### config.mk
export PLATFORM = sky130hd
export DESIGN_NAME = backprop_scheduler_flat
export DESIGN_NICKNAME = d
export VERILOG_FILES = /design/src/rtl/backprop_scheduler_pkg.sv /design/src/rtl/backprop_scheduler_if.sv /design/src/rtl/backprop_scheduler_watchdog.sv /design/src/rtl/backprop_scheduler.sv /design/src/flat_wrapper.sv
export SDC_FILE = /design/constraint.sdc
export NUM_CORES = 1
export LEC_CHECK = 0
export BUFFER_PORTS_ARGS = -buffer_cell sky130_fd_sc_hd__buf_4
export CORE_UTILIZATION = 55
export CTS_CLUSTER_DIAMETER = 50
export DETAILED_ROUTE_END_ITERATION = 10
export PLACE_DENSITY = 0.8
export SLEW_MARGIN = 30
export SYNTH_ARGS = -nofsm -noshare
export SYNTH_HDL_FRONTEND = slang
export SYNTH_SLANG_ARGS = --single-unit
export TNS_END_PERCENT = 10
### constraint.sdc
create_clock -name clk -period 4.2 [get_ports clk]
set_input_delay 0.63 -clock clk [delete_from_list [all_inputs] [get_ports clk]]
set_output_delay 0.63 -clock clk [all_outputs]
set_load 0.02 [all_outputs]
### src/rtl/backprop_scheduler_pkg.sv
// Shared types for the backprop training sequencer: FSM state encoding and fault codes.
package backprop_scheduler_pkg;

  typedef enum logic [2:0] {
    S_IDLE,
    S_FWD,
    S_DELTA,
    S_UPDATE,
    S_NEXT,
    S_DONE,
    S_FAULT
  } state_t;

  localparam logic [1:0] FAULT_NONE = 2'd0;
  localparam logic [1:0] FAULT_DP   = 2'd1;
  localparam logic [1:0] FAULT_WDOG = 2'd2;

  function automatic logic is_busy(input state_t s);
    return (s == S_FWD) || (s == S_DELTA) || (s == S_UPDATE) || (s == S_NEXT);
  endfunction

endpackage

### src/rtl/backprop_scheduler_if.sv
// Job strobes and completions exchanged between the scheduler and its datapath peers.
interface backprop_scheduler_if #(
  parameter int LAYER_ADDR_WIDTH = 2,
  parameter int SAMPLE_ADDR_SIZE = 10
);
  logic                        fwd_start;
  logic                        fwd_done;
  logic [LAYER_ADDR_WIDTH-1:0] layer;
  logic [SAMPLE_ADDR_SIZE-1:0] sample_index;
  logic                        delta_start;
  logic                        delta_valid;
  logic                        update_start;
  logic                        update_done;
  logic                        dp_error;

  modport master (
    output fwd_start, layer, sample_index, delta_start, update_start,
    input  fwd_done, delta_valid, update_done, dp_error
  );

  modport slave (
    input  fwd_start, layer, sample_index, delta_start, update_start,
    output fwd_done, delta_valid, update_done, dp_error
  );
endinterface

### src/rtl/backprop_scheduler_watchdog.sv
// Wait-state watchdog: counts cycles spent waiting on a peer, flags when the count is all-ones.
module backprop_scheduler_watchdog #(
  parameter int TIMEOUT_WIDTH = 12
) (
  input  logic clk,
  input  logic rst,
  input  logic clear,
  input  logic enable,
  output logic expired
);
  logic [TIMEOUT_WIDTH-1:0] count_q;

  assign expired = (count_q == '1);

  always_ff @(posedge clk) begin
    if (rst || clear) begin
      count_q <= '0;
    end else if (enable && !expired) begin
      count_q <= count_q + TIMEOUT_WIDTH'(1);
    end
  end
endmodule

### src/rtl/backprop_scheduler.sv
// Training sequencer: forward pass, then delta/update jobs for layers LAYER_MAX..1, per sample and epoch.
module backprop_scheduler
  import backprop_scheduler_pkg::*;
#(
  parameter int LAYER_ADDR_WIDTH = 2,
  parameter int LAYER_MAX        = 3,
  parameter int SAMPLE_ADDR_SIZE = 10,
  parameter int SAMPLE_NUM       = 1024,
  parameter int EPOCH_WIDTH      = 16,
  parameter int TIMEOUT_WIDTH    = 12
) (
  input  logic                   clk,
  input  logic                   rst,
  input  logic                   start,
  input  logic                   abort,
  input  logic [EPOCH_WIDTH-1:0] epochs,
  backprop_scheduler_if.master   bus,
  output logic                   busy,
  output logic                   done,
  output logic                   fault,
  output logic [1:0]             fault_code,
  output logic [EPOCH_WIDTH-1:0] epoch_count
);
  localparam logic [LAYER_ADDR_WIDTH-1:0] LAYER_TOP   = LAYER_ADDR_WIDTH'(LAYER_MAX);
  localparam logic [LAYER_ADDR_WIDTH-1:0] LAYER_ONE   = LAYER_ADDR_WIDTH'(1);
  localparam logic [SAMPLE_ADDR_SIZE-1:0] SAMPLE_LAST = SAMPLE_ADDR_SIZE'(SAMPLE_NUM - 1);

  state_t                  state_q, state_d;
  logic                    fwd_q, fwd_d, delta_q, delta_d, update_q, update_d;
  logic [LAYER_ADDR_WIDTH-1:0] layer_q, layer_d;
  logic [SAMPLE_ADDR_SIZE-1:0] sample_q, sample_d;
  logic [EPOCH_WIDTH-1:0]  epoch_q, epoch_d, epochs_lat_q, epochs_lat_d, epoch_inc;
  logic [1:0]              code_q, code_d;
  logic                    busy_q, done_q, fault_q;
  logic                    wd_expired;

  assign epoch_inc = epoch_q + EPOCH_WIDTH'(1);

  // Every entry into a wait state is accompanied by its strobe, so the strobes double as the clear.
  backprop_scheduler_watchdog #(.TIMEOUT_WIDTH(TIMEOUT_WIDTH)) u_watchdog (
    .clk    (clk),
    .rst    (rst),
    .clear  (fwd_d || delta_d || update_d),
    .enable ((state_q == S_FWD) || (state_q == S_DELTA) || (state_q == S_UPDATE)),
    .expired(wd_expired)
  );

  always_comb begin
    state_d      = state_q;
    fwd_d        = 1'b0;
    delta_d      = 1'b0;
    update_d     = 1'b0;
    layer_d      = layer_q;
    sample_d     = sample_q;
    epoch_d      = epoch_q;
    epochs_lat_d = epochs_lat_q;
    code_d       = code_q;

    if (is_busy(state_q) && abort) begin
      state_d = S_IDLE;
    end else if (is_busy(state_q) && bus.dp_error) begin
      state_d = S_FAULT;
      code_d  = FAULT_DP;
    end else begin
      case (state_q)
        S_IDLE, S_DONE: begin
          if (abort) begin
            state_d = S_IDLE;
          end else if (start) begin
            sample_d     = '0;
            epoch_d      = '0;
            epochs_lat_d = epochs;
            if (epochs != '0) begin
              state_d = S_FWD;
              fwd_d   = 1'b1;
            end else begin
              state_d = S_DONE;
            end
          end
        end
        S_FWD: begin
          if (bus.fwd_done) begin
            state_d = S_DELTA;
            layer_d = LAYER_TOP;
            delta_d = 1'b1;
          end else if (wd_expired) begin
            state_d = S_FAULT;
            code_d  = FAULT_WDOG;
          end
        end
        S_DELTA: begin
          // delta_valid seen while our own delta_start is out is left over from the previous job
          if (bus.delta_valid && !delta_q) begin
            state_d  = S_UPDATE;
            update_d = 1'b1;
          end else if (wd_expired) begin
            state_d = S_FAULT;
            code_d  = FAULT_WDOG;
          end
        end
        S_UPDATE: begin
          if (bus.update_done) begin
            if (layer_q == LAYER_ONE) begin
              state_d = S_NEXT;
            end else begin
              state_d = S_DELTA;
              layer_d = layer_q - LAYER_ONE;
              delta_d = 1'b1;
            end
          end else if (wd_expired) begin
            state_d = S_FAULT;
            code_d  = FAULT_WDOG;
          end
        end
        S_NEXT: begin
          if (sample_q == SAMPLE_LAST) begin
            sample_d = '0;
            epoch_d  = epoch_inc;
            if (epoch_inc == epochs_lat_q) begin
              state_d = S_DONE;
              layer_d = LAYER_TOP;
            end else begin
              state_d = S_FWD;
              fwd_d   = 1'b1;
            end
          end else begin
            sample_d = sample_q + SAMPLE_ADDR_SIZE'(1);
            state_d  = S_FWD;
            fwd_d    = 1'b1;
          end
        end
        S_FAULT: state_d = S_FAULT;
        default: state_d = S_IDLE;
      endcase
    end
  end

  always_ff @(posedge clk) begin
    if (rst) begin
      state_q      <= S_IDLE;
      fwd_q        <= 1'b0;
      delta_q      <= 1'b0;
      update_q     <= 1'b0;
      layer_q      <= LAYER_TOP;
      sample_q     <= '0;
      epoch_q      <= '0;
      epochs_lat_q <= '0;
      code_q       <= FAULT_NONE;
      busy_q       <= 1'b0;
      done_q       <= 1'b0;
      fault_q      <= 1'b0;
    end else begin
      state_q      <= state_d;
      fwd_q        <= fwd_d;
      delta_q      <= delta_d;
      update_q     <= update_d;
      layer_q      <= layer_d;
      sample_q     <= sample_d;
      epoch_q      <= epoch_d;
      epochs_lat_q <= epochs_lat_d;
      code_q       <= code_d;
      busy_q       <= is_busy(state_d);
      done_q       <= (state_d == S_DONE);
      fault_q      <= (state_d == S_FAULT);
    end
  end

  assign bus.fwd_start    = fwd_q;
  assign bus.delta_start  = delta_q;
  assign bus.update_start = update_q;
  assign bus.layer        = layer_q;
  assign bus.sample_index = sample_q;
  assign busy             = busy_q;
  assign done             = done_q;
  assign fault            = fault_q;
  assign fault_code       = code_q;
  assign epoch_count      = epoch_q;
endmodule
### src/flat_wrapper.sv
// flat-port wrapper written by rule: the top's interface ports become plain ports
module backprop_scheduler_flat import backprop_scheduler_pkg::*;
#(
  parameter int LAYER_ADDR_WIDTH = 2,
  parameter int LAYER_MAX        = 3,
  parameter int SAMPLE_ADDR_SIZE = 10,
  parameter int SAMPLE_NUM       = 1024,
  parameter int EPOCH_WIDTH      = 16,
  parameter int TIMEOUT_WIDTH    = 12
)
  (clk, rst, start, abort, epochs, busy, done, fault, fault_code, epoch_count, bus_fwd_start, bus_layer, bus_sample_index, bus_delta_start, bus_update_start, bus_fwd_done, bus_delta_valid, bus_update_done, bus_dp_error);
  backprop_scheduler_if #(.LAYER_ADDR_WIDTH(LAYER_ADDR_WIDTH), .SAMPLE_ADDR_SIZE(SAMPLE_ADDR_SIZE)) bus_i ();
  input  logic clk;
  input  logic rst;
  input  logic start;
  input  logic abort;
  input  logic [EPOCH_WIDTH-1:0] epochs;
  output logic busy;
  output logic done;
  output logic fault;
  output logic [1:0] fault_code;
  output logic [EPOCH_WIDTH-1:0] epoch_count;
  output wire logic [$bits(bus_i.fwd_start)-1:0] bus_fwd_start;
  output wire logic [$bits(bus_i.layer)-1:0] bus_layer;
  output wire logic [$bits(bus_i.sample_index)-1:0] bus_sample_index;
  output wire logic [$bits(bus_i.delta_start)-1:0] bus_delta_start;
  output wire logic [$bits(bus_i.update_start)-1:0] bus_update_start;
  input wire logic [$bits(bus_i.fwd_done)-1:0] bus_fwd_done;
  input wire logic [$bits(bus_i.delta_valid)-1:0] bus_delta_valid;
  input wire logic [$bits(bus_i.update_done)-1:0] bus_update_done;
  input wire logic [$bits(bus_i.dp_error)-1:0] bus_dp_error;
  assign bus_fwd_start = bus_i.fwd_start;
  assign bus_layer = bus_i.layer;
  assign bus_sample_index = bus_i.sample_index;
  assign bus_delta_start = bus_i.delta_start;
  assign bus_update_start = bus_i.update_start;
  assign bus_i.fwd_done = bus_fwd_done;
  assign bus_i.delta_valid = bus_delta_valid;
  assign bus_i.update_done = bus_update_done;
  assign bus_i.dp_error = bus_dp_error;
  backprop_scheduler #(.LAYER_ADDR_WIDTH(LAYER_ADDR_WIDTH), .LAYER_MAX(LAYER_MAX), .SAMPLE_ADDR_SIZE(SAMPLE_ADDR_SIZE), .SAMPLE_NUM(SAMPLE_NUM), .EPOCH_WIDTH(EPOCH_WIDTH), .TIMEOUT_WIDTH(TIMEOUT_WIDTH)) u_core (.clk(clk), .rst(rst), .start(start), .abort(abort), .epochs(epochs), .bus(bus_i), .busy(busy), .done(done), .fault(fault), .fault_code(fault_code), .epoch_count(epoch_count));
endmodule
==> impl_results.md, run 1 <==
- Final std cells w/o fill: 585
- 1st-pass router iterations: 8
- Syn Nets: 482
- Max-cap viol count: 0
- DIE WIDTH: 84.42 um
- Number of DRC markers in iteration 0: 301
- Layout Utilization: 0.6804
- Multi-input gate area: 2278 um^2
- Worst hold slack: 0.4740 ns
- FILL cells: 553
- Final instance area: 4394 um^2
- Register area share after synthesis: 0.3590
- Ys async rst share: 0
- Synth warn: 0
- Mapped Cells: 454
- Number of synthesized register bits: 67
- Nature of the critical path startpoint: flop
- PnR worst setup slack: 1.136 ns
- Cts hold-fix bufs: 0
- Residual DRC: 10
- P&R area growth vs syn: 17.62%
- Drt total wl: 8903 um
- Io pins: 60
- RSZ-0062 raised after global routing: no
- Port Buffer Count: 59
- Synthesized cell area: 3736 um^2
- Vias/cell: 5.860
- Avg Inst Size Synth: 8.229 um^2
- Slew at the pin closest to its max-slew limit: 0.8676 ns
- Vias in the first global route: 3164
- CTS tree: yes
- Pre-CTS WS: 1.167 ns
- Clk slew on worst S/H paths: 0.07 ns
- GPL Wtd Cong: 0.9333
- Antenna violations before repair: 0
- Core Area: 6459 um^2
- Worst hold path type: reg2reg
- P per Cell Area: 409.1 nW/um^2
- Final worst-path cycle share: 0.7294
- Post-route ant nets: 0
- N_diodes: 0
- Design Power: 1.798 mW
- Setup CP Type: reg2reg
- Clock latency on the worst-skew pair: 0.35 ns
- CTS sink cnt: 67
- Layout cell share with drive strength beyond 1: 0.1772
- Setup Fix Bufs, Post-CTS: 0
- Cell count after placement: 569
- DP HPWL: 6440 um
- Total Routing Usage GR: 0.2689
- Setup TNS: 0 ns
- CTS Buf Count: 9
- Largest net degree at the start of global routing: 39
- Worst Path Required: 4.47 ns
- Peak VDD IR: 0.2881 mV
- Sequential cell area: 1341 um^2
- Slowest stage cell, crit path: nand4b_1
- Rel. slew slack: 0.4216
- Height of the die: 84.42 um
- Post-synth top flop: dfxtp_1
- Max Freq: 326.4 MHz
- Failing checks: design-rule violations
- Outcome: complete, but fails checks
- Leading cell type in the layout, fill and taps excluded: nor2_1
- H-tree lvl count: 3
- Cell variety after synth: 57
- PostCTS Resize Cnt: 0
- Setup crit end kind: flop
- Clock root buffer: clkbuf_8
- Core Rows: 29
- Placed Area: 4182 um^2
- Detailed-route via count: 3428
- Wire per inst: 15.22 um
- First-pass GRT wire length: 15260 um
- Fin Clk Skew: 0.007888 ns
- EDFF count, synth: 0
- # setup viols final: 0
- Crit-path cells: ha_1 -> nand3_1 -> nor4_1 -> nand4b_1 -> nand2b_1 -> or3_1 -> o21ai_0
- GRT Residual Overflow: 0
- CTS max path bufs: 2
- Worst path max stage delay: 0.70 ns
- Pins Over Slew Limit: 0
- Final min period: 3.064 ns
- R2R setup slack: 1.14 ns
- Initial Util: 0.5785
- Fin. Hold Viols: 0
- Pleak: 1.758 nW
- Die area: 7127 um^2
- Data arrival, critical path: 3.34 ns
- Most frequent cells in the layout: nor2_1 (69), dfxtp_1 (67), buf_4 (59)
- CP max FO: 17
- Nets: 531
[where the power goes]
| part | total [mW] | switching [mW] | internal [mW] |
|---|---|---|---|
| logic | 0.484 | 0.287 | 0.197 |
| clock network | 0.564 | 0.243 | 0.321 |
| registers | 0.750 | 0.0667 | 0.683 |
| total | 1.80 | 0.597 | 1.20 |
[final timing paths]
path	start	endpoint	depth (start not counted)
max	u_core.bus.sample_index[0]	u_core.epoch_count[6]	7
min	u_core.fault_code[0]	u_core.fault_code[0]	2
max reg2reg	u_core.bus.sample_index[0]	u_core.epoch_count[6]	7
min reg2reg	u_core.fault_code[0]	u_core.fault_code[0]	2
[layer usage]
layer,track usage,vias to the layer above,wire length [um]
met4,0.1186,0,151
met1,0.3664,1591,4289
met5,0,-,0
met3,0.05801,16,527
li1,-,1721,-
met2,0.4113,100,3934
[cell type report]
cell class	instances	area share
Clock buffer	12	0.03759
Sequential cell	67	0.3052
Clock inverter	4	0.01082
Tap cell	77	0.02192
Inverter	6	0.005125
Multi-Input combinational cell	360	0.5185
Timing Repair Buffer	59	0.1008
[cell usage after synthesis (3+ instances only)]
library cell / count / area [um^2]
xnor2_1: 24 / 210.2
and3_1: 5 / 31.28
nor2b_1: 7 / 43.79
xor2_1: 16 / 140.1
nor4_1: 12 / 75.07
o21ai_0: 27 / 135.1
and2_1: 4 / 25.02
nor3b_1: 4 / 30.03
buf_2: 7 / 35.03
nor2_1: 69 / 259.0
a21oi_1: 23 / 115.1
a31oi_1: 4 / 25.02
dfxtp_1: 67 / 1341
o211ai_1: 3 / 22.52
nor3_1: 13 / 65.06
nand2b_1: 8 / 50.05
nand3_1: 12 / 60.06
nand4_1: 11 / 68.82
inv_1: 6 / 22.52
mux2i_1: 19 / 190.2
or4_1: 3 / 22.52
o21ai_1: 3 / 15.01
nand3b_1: 4 / 30.03
nor4_2: 3 / 37.54
clkbuf_1: 11 / 41.29
ha_1: 4 / 50.05
nand2_1: 34 / 127.6
o21a_1: 3 / 22.52
or3_1: 12 / 75.07
[cells by family (layout without fill, tap and decap cells)]
group	after synthesis	after routing	synth area share
AO/OA/AOI/OAI	78	78	0.1283
XOR/XNOR	40	40	0.09377
adder cells (fa/ha/maj)	4	4	0.01340
buffers and inverters	27	81	0.03349
flip-flops	67	67	0.3590
multiplexers	21	21	0.05693
AND/OR/NAND/NOR	217	217	0.3151
[critical path: cells and delay by family, from the launching register on]
kind | cells | cell delay [ns]
AO/OA/AOI/OAI | 1 | 0.07
flip-flops | 1 | 0.42
adder cells (fa/ha/maj) | 1 | 0.20
AND/OR/NAND/NOR | 5 | 2.28
[flip-flops by register name, summed over array words and instances, names as in the netlist]
register and count:
u_core.fault 1, u_core.bus.sample_index 10, u_core.u_watchdog.count_q 12, u_core.bus.update_start 1
u_core.busy 1, u_core.epochs_lat_q 16, u_core.state_q 3, u_core.fault_code 2
u_core.bus.layer 2, u_core.epoch_count 16, u_core.bus.fwd_start 1, u_core.done 1
u_core.bus.delta_start 1
Note: power is estimated with default switching activity, not from simulation.
==> inputs of run 2 (changes only) <==
Settings changed: CORE_UTILIZATION 55 to 51, PLACE_DENSITY 0.8 to 0.78.
Clock period 4.2 ns to 2.7 ns, I/O delays scaled along.
==> run 2 against run 1 <==
Effect of this change:
- the flow now finishes without violations
- first-iteration DRC count is 12% lower
- global-route usage decreased by 0.81 points
- critical endpoint is now u_core.done
- register-to-register slack lost 0.97 ns
- total power grew 56%
- core utilization down 2.7 points
- via count increased by 2.8%
- clock skew hardly changed
- design area grew 3.2%
- highest routed layer unchanged
- critical path depth up 1
- sequential share of layout area is 0.88 points lower
- final cell count rose by 5.8%
==> impl_results.md, run 2 (synthesis gave the netlist of run 1 again) <==
- N_diodes: 0 (unchanged)
- Die area: 7672 um^2 (was 7127 um^2)
- Io pins: 60 (unchanged)
- Initial Util: 0.5380 (was 0.5785)
- H-tree lvl count: 3 (unchanged)
- Reg2reg path depth: 8 (was 7)
- Number of DRC markers in iteration 0: 264 (was 301)
- Wire per inst: 15.28 um (was 15.22 um)
- Cts hold-fix bufs: 0 (unchanged)
- Worst hold path type: in2reg (was reg2reg)
- Core Area: 6944 um^2 (was 6459 um^2)
- Multi-input gate area: 2278 um^2 (unchanged)
- Max Freq: 395.4 MHz (was 326.4 MHz)
- Fin. Hold Viols: 0 (unchanged)
- CTS Buf Count: 9 (unchanged)
- Nets: 548 (was 531)
- Slew at the pin closest to its max-slew limit: 0.7009 ns (was 0.8676 ns)
- Clock root buffer: clkbuf_8 (unchanged)
- GRT Residual Overflow: 0 (unchanged)
- Most frequent cells in the layout: buf_4 (76), nor2_1 (69), dfxtp_1 (64) (was nor2_1 (69), dfxtp_1 (67), buf_4 (59))
- WHS Path Cells: 3 (was 2)
- DP HPWL: 6997 um (was 6440 um)
- FILL cells: 574 (was 553)
- CTS tree: yes (unchanged)
- Final std cells w/o fill: 619 (was 585)
- Detailed-route via count: 3525 (was 3428)
- Setup TNS: 0 ns (unchanged)
- Crit-path cells: ha_2 -> nand3_4 -> or3_1 -> or3_1 -> nand3_1 -> nand4_1 -> o21a_1 -> nor4_2 (was ha_1 -> nand3_1 -> nor4_1 -> nand4b_1 -> nand2b_1 -> or3_1 -> o21ai_0)
- Port Buffer Count: 59 (unchanged)
- Nature of the critical path startpoint: flop (unchanged)
- Max-cap viol count: 0 (unchanged)
- Setup CP Type: reg2reg (unchanged)
- Design Power: 2.807 mW (was 1.798 mW)
- Slowest stage cell, crit path: or3_1 (was nand4b_1)
- Final min period: 2.529 ns (was 3.064 ns)
- Antenna violations before repair: 0 (unchanged)
- 1st-pass router iterations: 5 (was 8)
- RSZ-0062 raised after global routing: no (unchanged)
- Final worst-path cycle share: 0.9366 (was 0.7294)
- P&R area growth vs syn: 21.43% (was 17.62%)
- Clock latency on the worst-skew pair: 0.33 ns (was 0.35 ns)
- Cell count after placement: 605 (was 569)
- Vias/cell: 5.695 (was 5.860)
- Outcome: finished, final reports clean (was complete, but fails checks)
- Vias in the first global route: 3211 (was 3164)
- PnR worst setup slack: 0.1711 ns (was 1.136 ns)
- Core Rows: 30 (was 29)
- # setup viols final: 0 (unchanged)
- Layout cell share with drive strength beyond 1: 0.2103 (was 0.1772)
- P per Cell Area: 618.8 nW/um^2 (was 409.1 nW/um^2)
- Most frequent CP cell: or3_1
- Worst path max stage delay: 0.46 ns (was 0.70 ns)
- Pins Over Slew Limit: 0 (unchanged)
- Largest net degree at the start of global routing: 39 (unchanged)
- Setup crit end kind: flop (unchanged)
- Sequential cell area: 1345 um^2 (was 1341 um^2)
- First-pass GRT wire length: 15320 um (was 15260 um)
- Fin Clk Skew: 0.007565 ns (was 0.007888 ns)
- Residual DRC: 0 (was 10)
- Rel. slew slack: 0.5317 (was 0.4216)
- Worst Path Required: 2.94 ns (was 4.47 ns)
- CTS max path bufs: 2 (unchanged)
- Total Routing Usage GR: 0.2607 (was 0.2689)
- CTS sink cnt: 67 (unchanged)
- Pre-CTS WS: 0.1618 ns (was 1.167 ns)
- Post-route ant nets: 0 (unchanged)
- Height of the die: 87.59 um (was 84.42 um)
- DIE WIDTH: 87.59 um (was 84.42 um)
- Data arrival, critical path: 2.77 ns (was 3.34 ns)
- Leading cell type in the layout, fill and taps excluded: buf_4 (was nor2_1)
- Pleak: 1.839 nW (was 1.758 nW)
- GPL Wtd Cong: 0.9430 (was 0.9333)
- Peak VDD IR: 0.3584 mV (was 0.2881 mV)
- Drt total wl: 9459 um (was 8903 um)
- CP max FO: 10 (was 17)
- Clk slew on worst S/H paths: 0.07 ns (about the same)
==> run 2: final timing paths <==
kind | startpoint | to | slack (ns)
worst max-delay path | u_core.epoch_count[0] | u_core.done | 0.17
worst min-delay path | epochs[11] | u_core.epochs_lat_q[11] | 0.32
worst max register to register | u_core.epoch_count[0] | u_core.done | 0.17
worst min register to register | u_core.fault_code[0] | u_core.fault_code[0] | 0.48
==> run 2: worst max-delay path, delay by kind of cell, from the launching register on <==
family / cells / cell delay, ns
simple gates: 6 / 1.49
flops: 1 / 0.41
fa+ha+maj: 1 / 0.28
compound gates: 1 / 0.25
==> run 2: layout make-up <==
cell class / count / share of cell area
clock buffers: 12 / 0.03640
clock inverters: 2 / 0.007722
inverters: 6 / 0.004964
multi-input cells: 360 / 0.5022
flip-flops and latches: 67 / 0.2965
well taps: 96 / 0.02648
repair buffers: 76 / 0.1258
==> run 2: metal layers <==
metal	track usage	vias up	routed length, um	part of all wire
li1	-	1747	-	-
met1	0.3553	1644	4523	0.48
met2	0.4141	119	4337	0.46
met3	0.04147	15	461	0.049
met4	0.1043	0	137	0.014
met5	0	-	0	0
==> run 2: stage by stage <==
step | hold slack [ns] | instance area (um^2) | util
CTS | 0.3029 | 4524 | 0.6515
global route | 0.3256 | 4537 | 0.6533
floorplan | 0.4792 | 3736 | -
global placement | 0.4612 | 4324 | 0.6227
detailed placement | 0.4744 | 4324 | 0.6227
finish | 0.3177 | 4537 | 0.6533
==> run 2: power breakdown <==
group	internal, mW	switching, mW	leakage [nW]
combinational	0.335	0.477	1.19
sequential	1.06	0.0867	0.544
clock	0.491	0.355	0.104
total	1.89	0.918	1.84
==> run 2: timing repair <==
| item | 4_1_cts | 5_1_grt |
|---|---|---|
| gates resized for setup | 0 | 5 |
| setup buffers | 0 | 0 |
| endpoints found under the setup margin | 0 | 16 |
